<file path="config.mk">
export PLATFORM = sky130hd
export DESIGN_NAME = cache_mem_arbiter
export DESIGN_NICKNAME = d
export VERILOG_FILES = /design/src/rtl/diaosi_types_pkg.sv /design/src/rtl/arb_starve_cnt.sv /design/src/rtl/cache_mem_arbiter.sv
export SDC_FILE = /design/constraint.sdc
export NUM_CORES = 1
export LEC_CHECK = 0
export CORE_AREA = 2 2 105 107
export CTS_CLUSTER_DIAMETER = 120
export DETAILED_ROUTE_END_ITERATION = 12
export DIE_AREA = 0 0 107 109
export GPL_TIMING_DRIVEN = 0
export RECOVER_POWER = 100
export SLEW_MARGIN = 20
export SYNTH_ARGS = -nofsm -noshare
export SYNTH_HDL_FRONTEND = slang
export SYNTH_HIERARCHICAL = 1
export SYNTH_SLANG_ARGS = --single-unit
</file>
<file path="constraint.sdc">
create_clock -name CLK -period 2.8 [get_ports CLK]
set_clock_uncertainty 0.05 [all_clocks]
set_input_delay 0.84 -clock CLK [delete_from_list [all_inputs] [get_ports CLK]]
set_output_delay 0.84 -clock CLK [all_outputs]
set_load 0.01 [all_outputs]
</file>
<file path="src/rtl/diaosi_types_pkg.sv">
// Shared types for the cache/memory subsystem of the pipelined core.
// The arbiter enumerators carry an ARB_ prefix so they never clash with the
// cache controller state names that live alongside them.
package diaosi_types_pkg;

  typedef enum logic [1:0] {
    ARB_IDLE = 2'd0,
    ARB_DGNT = 2'd1,
    ARB_IGNT = 2'd2
  } arb_state_t;

  localparam int unsigned ARB_STARVE_MAX_DEFAULT = 4;

  // Number of bits needed to hold a counter value in the range 0..max_val.
  function automatic int unsigned starve_width(input int unsigned max_val);
    return $clog2(max_val + 1);
  endfunction

endpackage

</file>
<file path="src/rtl/arb_starve_cnt.sv">
// Saturating count of dcache word completions granted while the icache is
// kept waiting. The sat flag looks ahead by one increment, so the arbiter
// can release a locked dcache burst on the very word that reaches the limit
// instead of letting one extra word through.
module arb_starve_cnt
  import diaosi_types_pkg::*;
#(
  parameter int unsigned STARVE_MAX = ARB_STARVE_MAX_DEFAULT
) (
  input  logic CLK,
  input  logic nRST,
  input  logic inc,
  input  logic clr,
  output logic sat
);

  localparam int unsigned      CNT_W   = starve_width(STARVE_MAX);
  localparam logic [CNT_W-1:0] CNT_MAX = CNT_W'(STARVE_MAX);
  localparam logic [CNT_W-1:0] CNT_PRE = CNT_W'(STARVE_MAX - 1);

  logic [CNT_W-1:0] starve;

  // Count starved completions, clear on icache service, hold at the limit.
  always_ff @(posedge CLK) begin
    if (!nRST) begin
      starve <= '0;
    end else if (clr) begin
      starve <= '0;
    end else if (inc && (starve != CNT_MAX)) begin
      starve <= starve + 1'b1;
    end
  end

  assign sat = (starve == CNT_MAX) || (inc && (starve == CNT_PRE));

endmodule

</file>
<file path="src/rtl/cache_mem_arbiter.sv">
// Sequences the single-ported main RAM between the icache and dcache.
// The dcache normally wins, may hold the RAM across a two-word block with
// dlock, and is pre-empted once the icache has waited through STARVE_MAX
// dcache words. Data passes through untouched; only routing is decided here.
module cache_mem_arbiter
  import diaosi_types_pkg::*;
#(
  parameter int unsigned STARVE_MAX = ARB_STARVE_MAX_DEFAULT
) (
  input  logic        CLK,
  input  logic        nRST,
  input  logic        iREN,
  input  logic [31:0] iaddr,
  output logic        iwait,
  output logic [31:0] iload,
  input  logic        dREN,
  input  logic        dWEN,
  input  logic [31:0] daddr,
  input  logic [31:0] dstore,
  input  logic        dlock,
  output logic        dwait,
  output logic [31:0] dload,
  output logic        ramREN,
  output logic        ramWEN,
  output logic [31:0] ramaddr,
  output logic [31:0] ramstore,
  input  logic [31:0] ramload,
  input  logic        ramready
);

  arb_state_t state;
  arb_state_t state_next;

  logic d_req;
  logic d_done;
  logic i_done;
  logic starve_inc;
  logic starve_clr;
  logic starve_sat;

  assign d_req  = dREN | dWEN;
  assign d_done = (state == ARB_DGNT) && d_req && ramready;
  assign i_done = (state == ARB_IGNT) && iREN && ramready;

  // A dcache word only counts as starvation while the icache is waiting.
  assign starve_inc = d_done && iREN;
  assign starve_clr = i_done || !iREN;

  arb_starve_cnt #(
    .STARVE_MAX(STARVE_MAX)
  ) u_starve_cnt (
    .CLK (CLK),
    .nRST(nRST),
    .inc (starve_inc),
    .clr (starve_clr),
    .sat (starve_sat)
  );

  // Grant register; reset drops any grant in flight.
  always_ff @(posedge CLK) begin
    if (!nRST) begin
      state <= ARB_IDLE;
    end else begin
      state <= state_next;
    end
  end

  // Grant selection: dcache first unless the icache is starved, grants are
  // held until the word completes or the requester withdraws.
  always_comb begin
    state_next = state;
    case (state)
      ARB_IDLE: begin
        if (d_req && !(starve_sat && iREN)) begin
          state_next = ARB_DGNT;
        end else if (iREN) begin
          state_next = ARB_IGNT;
        end else begin
          state_next = ARB_IDLE;
        end
      end
      ARB_DGNT: begin
        if (!d_req) begin
          state_next = ARB_IDLE;
        end else if (!ramready) begin
          state_next = ARB_DGNT;
        end else if (dlock && !(starve_sat && iREN)) begin
          state_next = ARB_DGNT;
        end else begin
          state_next = ARB_IDLE;
        end
      end
      ARB_IGNT: begin
        if (!iREN || ramready) begin
          state_next = ARB_IDLE;
        end else begin
          state_next = ARB_IGNT;
        end
      end
      default: state_next = ARB_IDLE;
    endcase
  end

  // RAM port steering and per-port completion signalling.
  always_comb begin
    ramREN   = 1'b0;
    ramWEN   = 1'b0;
    ramaddr  = 32'h0;
    ramstore = 32'h0;
    case (state)
      ARB_DGNT: begin
        ramWEN   = dWEN;
        ramREN   = dREN & ~dWEN;
        ramaddr  = daddr;
        ramstore = dstore;
      end
      ARB_IGNT: begin
        ramREN  = iREN;
        ramaddr = iaddr;
      end
      default: begin
        ramREN = 1'b0;
      end
    endcase
    iwait = iREN & ~i_done;
    dwait = d_req & ~d_done;
    iload = i_done ? ramload : 32'h0;
    dload = d_done ? ramload : 32'h0;
  end

endmodule

</file>
==> summary.txt <==
Synth
  – Yosys top cell by area: and2_1
  – Ys Warns: 6
  – Main synth FF type: dfxtp_1
  – Largest family of logic cells by synthesized area: simple AND/OR/NAND/NOR gates
  – Post-synth EDFFs: 0
  – Synthesized instance count: between 200 and 250
  – Syn Nets: ~370
  – Most frequent cell after synthesis: and2_1
  – Post-synthesis cell type count: 26
  – Synth Area in Adders: 0.05604
  – Compound-Gate Fraction of Synth Area: 0.2010
  – Most frequent cells after synthesis: and2_1, a22oi_1, nor2b_1, buf_2, inv_1
  – Post-Synth XOR/XNOR Area: 0.005604
  – Post-Synthesis Cell Area: between 1500 and 2000 um^2
  – Simple-Gate Fraction of Synth Area: 0.5829
  – Ys async rst share: 0
  – Main area contributors after synthesis: and2_1, a22oi_1, nor2b_1, dfxtp_1, ha_1
  – Seq/Total Area, Yosys: 0.06405
  – Seq cells post-synth: 5
  – Syn avg cell area: 6.765 um^2
  – Top-area cell type share of the netlist area: 0.4003
  – Mux cell area share after synthesis: 0.006405

Power and ir drop
  – Clock power share: 0.190
  – Cell internal pwr: between 0.4 and 0.5 mW
  – Sw frac: 0.3275
  – Register share of total power: 0.106
  – Post-route total power: roughly 0.7 mW
  – Peak supply drop: around 0.000084 V
  – Leakage: ~2.0 nW
  – Sw Pwr: 0.2361 mW
  – Gate power share: 0.703
  – PD cells: about 170 nW/um^2

Cells and area
  – Layout cells sized above 1: 0.1196
  – Multi-input logic area: approximately 1400 um^2
  – Fin nets: around 650
  – Sequential Area: between 100 and 150 um^2
  – Post-Layout Cell Count: 650
  – N_diodes: 0
  – Synth-to-Final Area Change: 172.9%
  – Fillers: 1155
  – Fin util: 0.4022

Critical path
  – Critical-path maximum fanout: 1
  – Reg2Reg Setup Slack: between 800 and 900 ps
  – CP Capture Type: output pin
  – Critical Path Start Type: input port
  – CP Launch Point: daddr[19]
  – Crit Path Category: in -> out
  – Worst R2R End: u_starve_cnt/starve[1]
  – Critical Path End: ramaddr[19]
  – Worst reg2reg startpoint: state[1]
  – Reg2reg path depth: 8
  – Critical Path RT: about 1900 ps
  – CP arrival: between 1500 and 2000 ps

Timing
  – Slew Limit Fails: 0
  – RSZ-0062 raised after global routing: false
  – Post-layout min period: 2777 ps
  – Fmax: between 300 and 400 MHz
  – Worst slew pin tran: between 400 and 500 ps
  – Hold Vio Cnt, Final: 0
  – Setup tns final: 0 ps
  – Setup violations, final: 0
  – Fin crit share: 0.9918
  – Slew HR: 0.7174

Worst hold path
  – Hold wc startpoint: u_starve_cnt/starve[2]
  – Hold WC Path Type: reg -> reg

Detailed routing
  – DRC violations left: 0
  – Via count: 2604
  – Initial DRC Count: about 90
  – Wirelength per Cell: about 14 um
  – Final wirelength: between 9000 and 10000 um
  – Vias per inst: ~4.0
  – ANT nets after route: 0
  – First-pass DRT Iterations: 4

Clock network
  – # hold bufs at CTS: 0
  – Clock H-tree levels: 1
  – Root buffer cell: clkbuf_8
  – CTS tree: yes
  – Total CTS buffers: 3
  – Clk buf depth: 2
  – Clock Sinks: 5
  – Clock transition at the registers of the reported paths: about 40 ps
  – Skew-Pair Late Insertion Delay: around 230 ps

Global routing
  – M2 GR Usage: 0.2598
  – Met3 Usage GRT: 0.03586
  – First-pass GRT wire length: about 13000 um
  – Vias in the first global route: about 2500
  – GR peak layer: met2
  – Total gr overflow: 0
  – GRT Overall Usage: 0.1414
  – Initial antenna violation count: 0
  – Maximum number of pins on one net before global-route repair: 11
  – GR Util met1: 0.1640

Placed design
  – Port Buffer Count: 266
  – Hpwl dp: slightly below 8000 um
  – Cell total after placement: approximately 640
  – GP Congestion: between 0.7 and 0.8

Die
  – Placeable Area: between 10000 and 15000 um^2
  – Starting Density: 0.1474
  – Die Wd: ~110 um
  – Total Die Area: between 10000 and 15000 um^2
  – I/O pins: 267
  – Rows: 38
  – Die height: 109 um

Outcome
  – Status: complete, no violations

Flow run
  – Maxcap violations: 0
## worst min path at each step
stage | endpoint | cells after the start | slack (ps)
floorplan | u_starve_cnt/starve[1] | 2 | 440
global placement | u_starve_cnt/starve[1] | 2 | 450
detailed placement | u_starve_cnt/starve[0] | 2 | 490
CTS | u_starve_cnt/starve[1] | 2 | 490
global route | u_starve_cnt/starve[2] | 2 | 510
finish | u_starve_cnt/starve[2] | 2 | 480
## worst max-delay path: stages
cell	delay [ps]
dlygate4sd3_1	540
a22oi_1	150
nor2b_1	60
dlygate4sd2_1	300
## metrics by stage
| step | hold slack, ps | cell area [um^2] | worst slack, ps |
|---|---|---|---|
| 3_3_place_gp | 454.6 | 4400 | -782.3 |
| 4_1_cts | 493.9 | 4362 | 0.04041 |
| 2_1_floorplan | 437.1 | 1563 | 496.8 |
| 6_report | 475.8 | 4264 | 22.83 |
| 5_1_grt | 505.1 | 4264 | 2.819 |
| 3_5_place_dp | 485.9 | 4400 | -800.2 |
## sequential cells by signal, summed over array words and instances (netlist names)
register and cells:
u_starve_cnt/starve 3, state 2
## routing by layer
| metal | vias to the layer above | routed length, um |
|---|---|---|
| li1 | 1316 | - |
| met1 | 1149 | 3623 |
| met2 | 133 | 4736 |
| met3 | 6 | 797 |
| met4 | 0 | 78 |
| met5 | - | 0 |
## layout make-up
class / instances / area share
flip-flops and latches: 5 / 0.02435
plain buffers: 20 / 0.03903
clock buffers: 4 / 0.01056
inverters: 8 / 0.007042
repair buffers: 274 / 0.5558
multi-input cells: 199 / 0.3222
well taps: 140 / 0.04108
## cell usage in the layout (no fill, tap or decap)
master,n
xnor2_1,1
a22oi_1,32
nor2b_1,32
mux2i_1,1
inv_1,6
nor2_1,3
clkbuf_4,1
dfxtp_4,1
a22o_2,1
buf_4,4
a21oi_1,2
buf_12,2
ha_4,2
dlygate4sd2_1,81
o21ai_0,1
a21boi_0,1
nand3b_1,1
o21ai_1,3
clkdlybuf4s50_1,108
nand2b_1,4
inv_2,2
ha_1,5
clkbuf_8,6
dlygate4sd3_1,23
buf_2,15
dfxtp_1,4
nand2_2,1
a2111oi_2,1
nor2_4,3
clkdlybuf4s15_2,4
buf_6,9
and2_0,17
and2_1,83
clkbuf_1,37
clkbuf_2,8
and3_4,1
nand2_1,3
or2b_1,1
## cells by family after synthesis
kind of cell / count (synthesis)
simple gates: 148
xor+xnor: 1
compound gates: 41
buf+inv: 28
flops: 5
mux: 1
fa+ha+maj: 7
## power by group through the flow
stage	clock (mW)	combinational, mW	sequential (mW)
floorplan	0	0.178	0.0762
global placement	0	0.538	0.0765
detailed placement	0	0.541	0.0767
CTS	0.139	0.524	0.0768
global route	0.145	0.548	0.0773
finish	0.137	0.507	0.0767
## what timing repair did
action / 4_1_cts / 5_1_grt
pin swaps: 3 / 2
gates cloned: 4 / 0
setup buffers: 5 / 0
setup endpoints to repair: 132 / 40
resized for setup: 321 / 12
(Power assumes the default switching activity.)
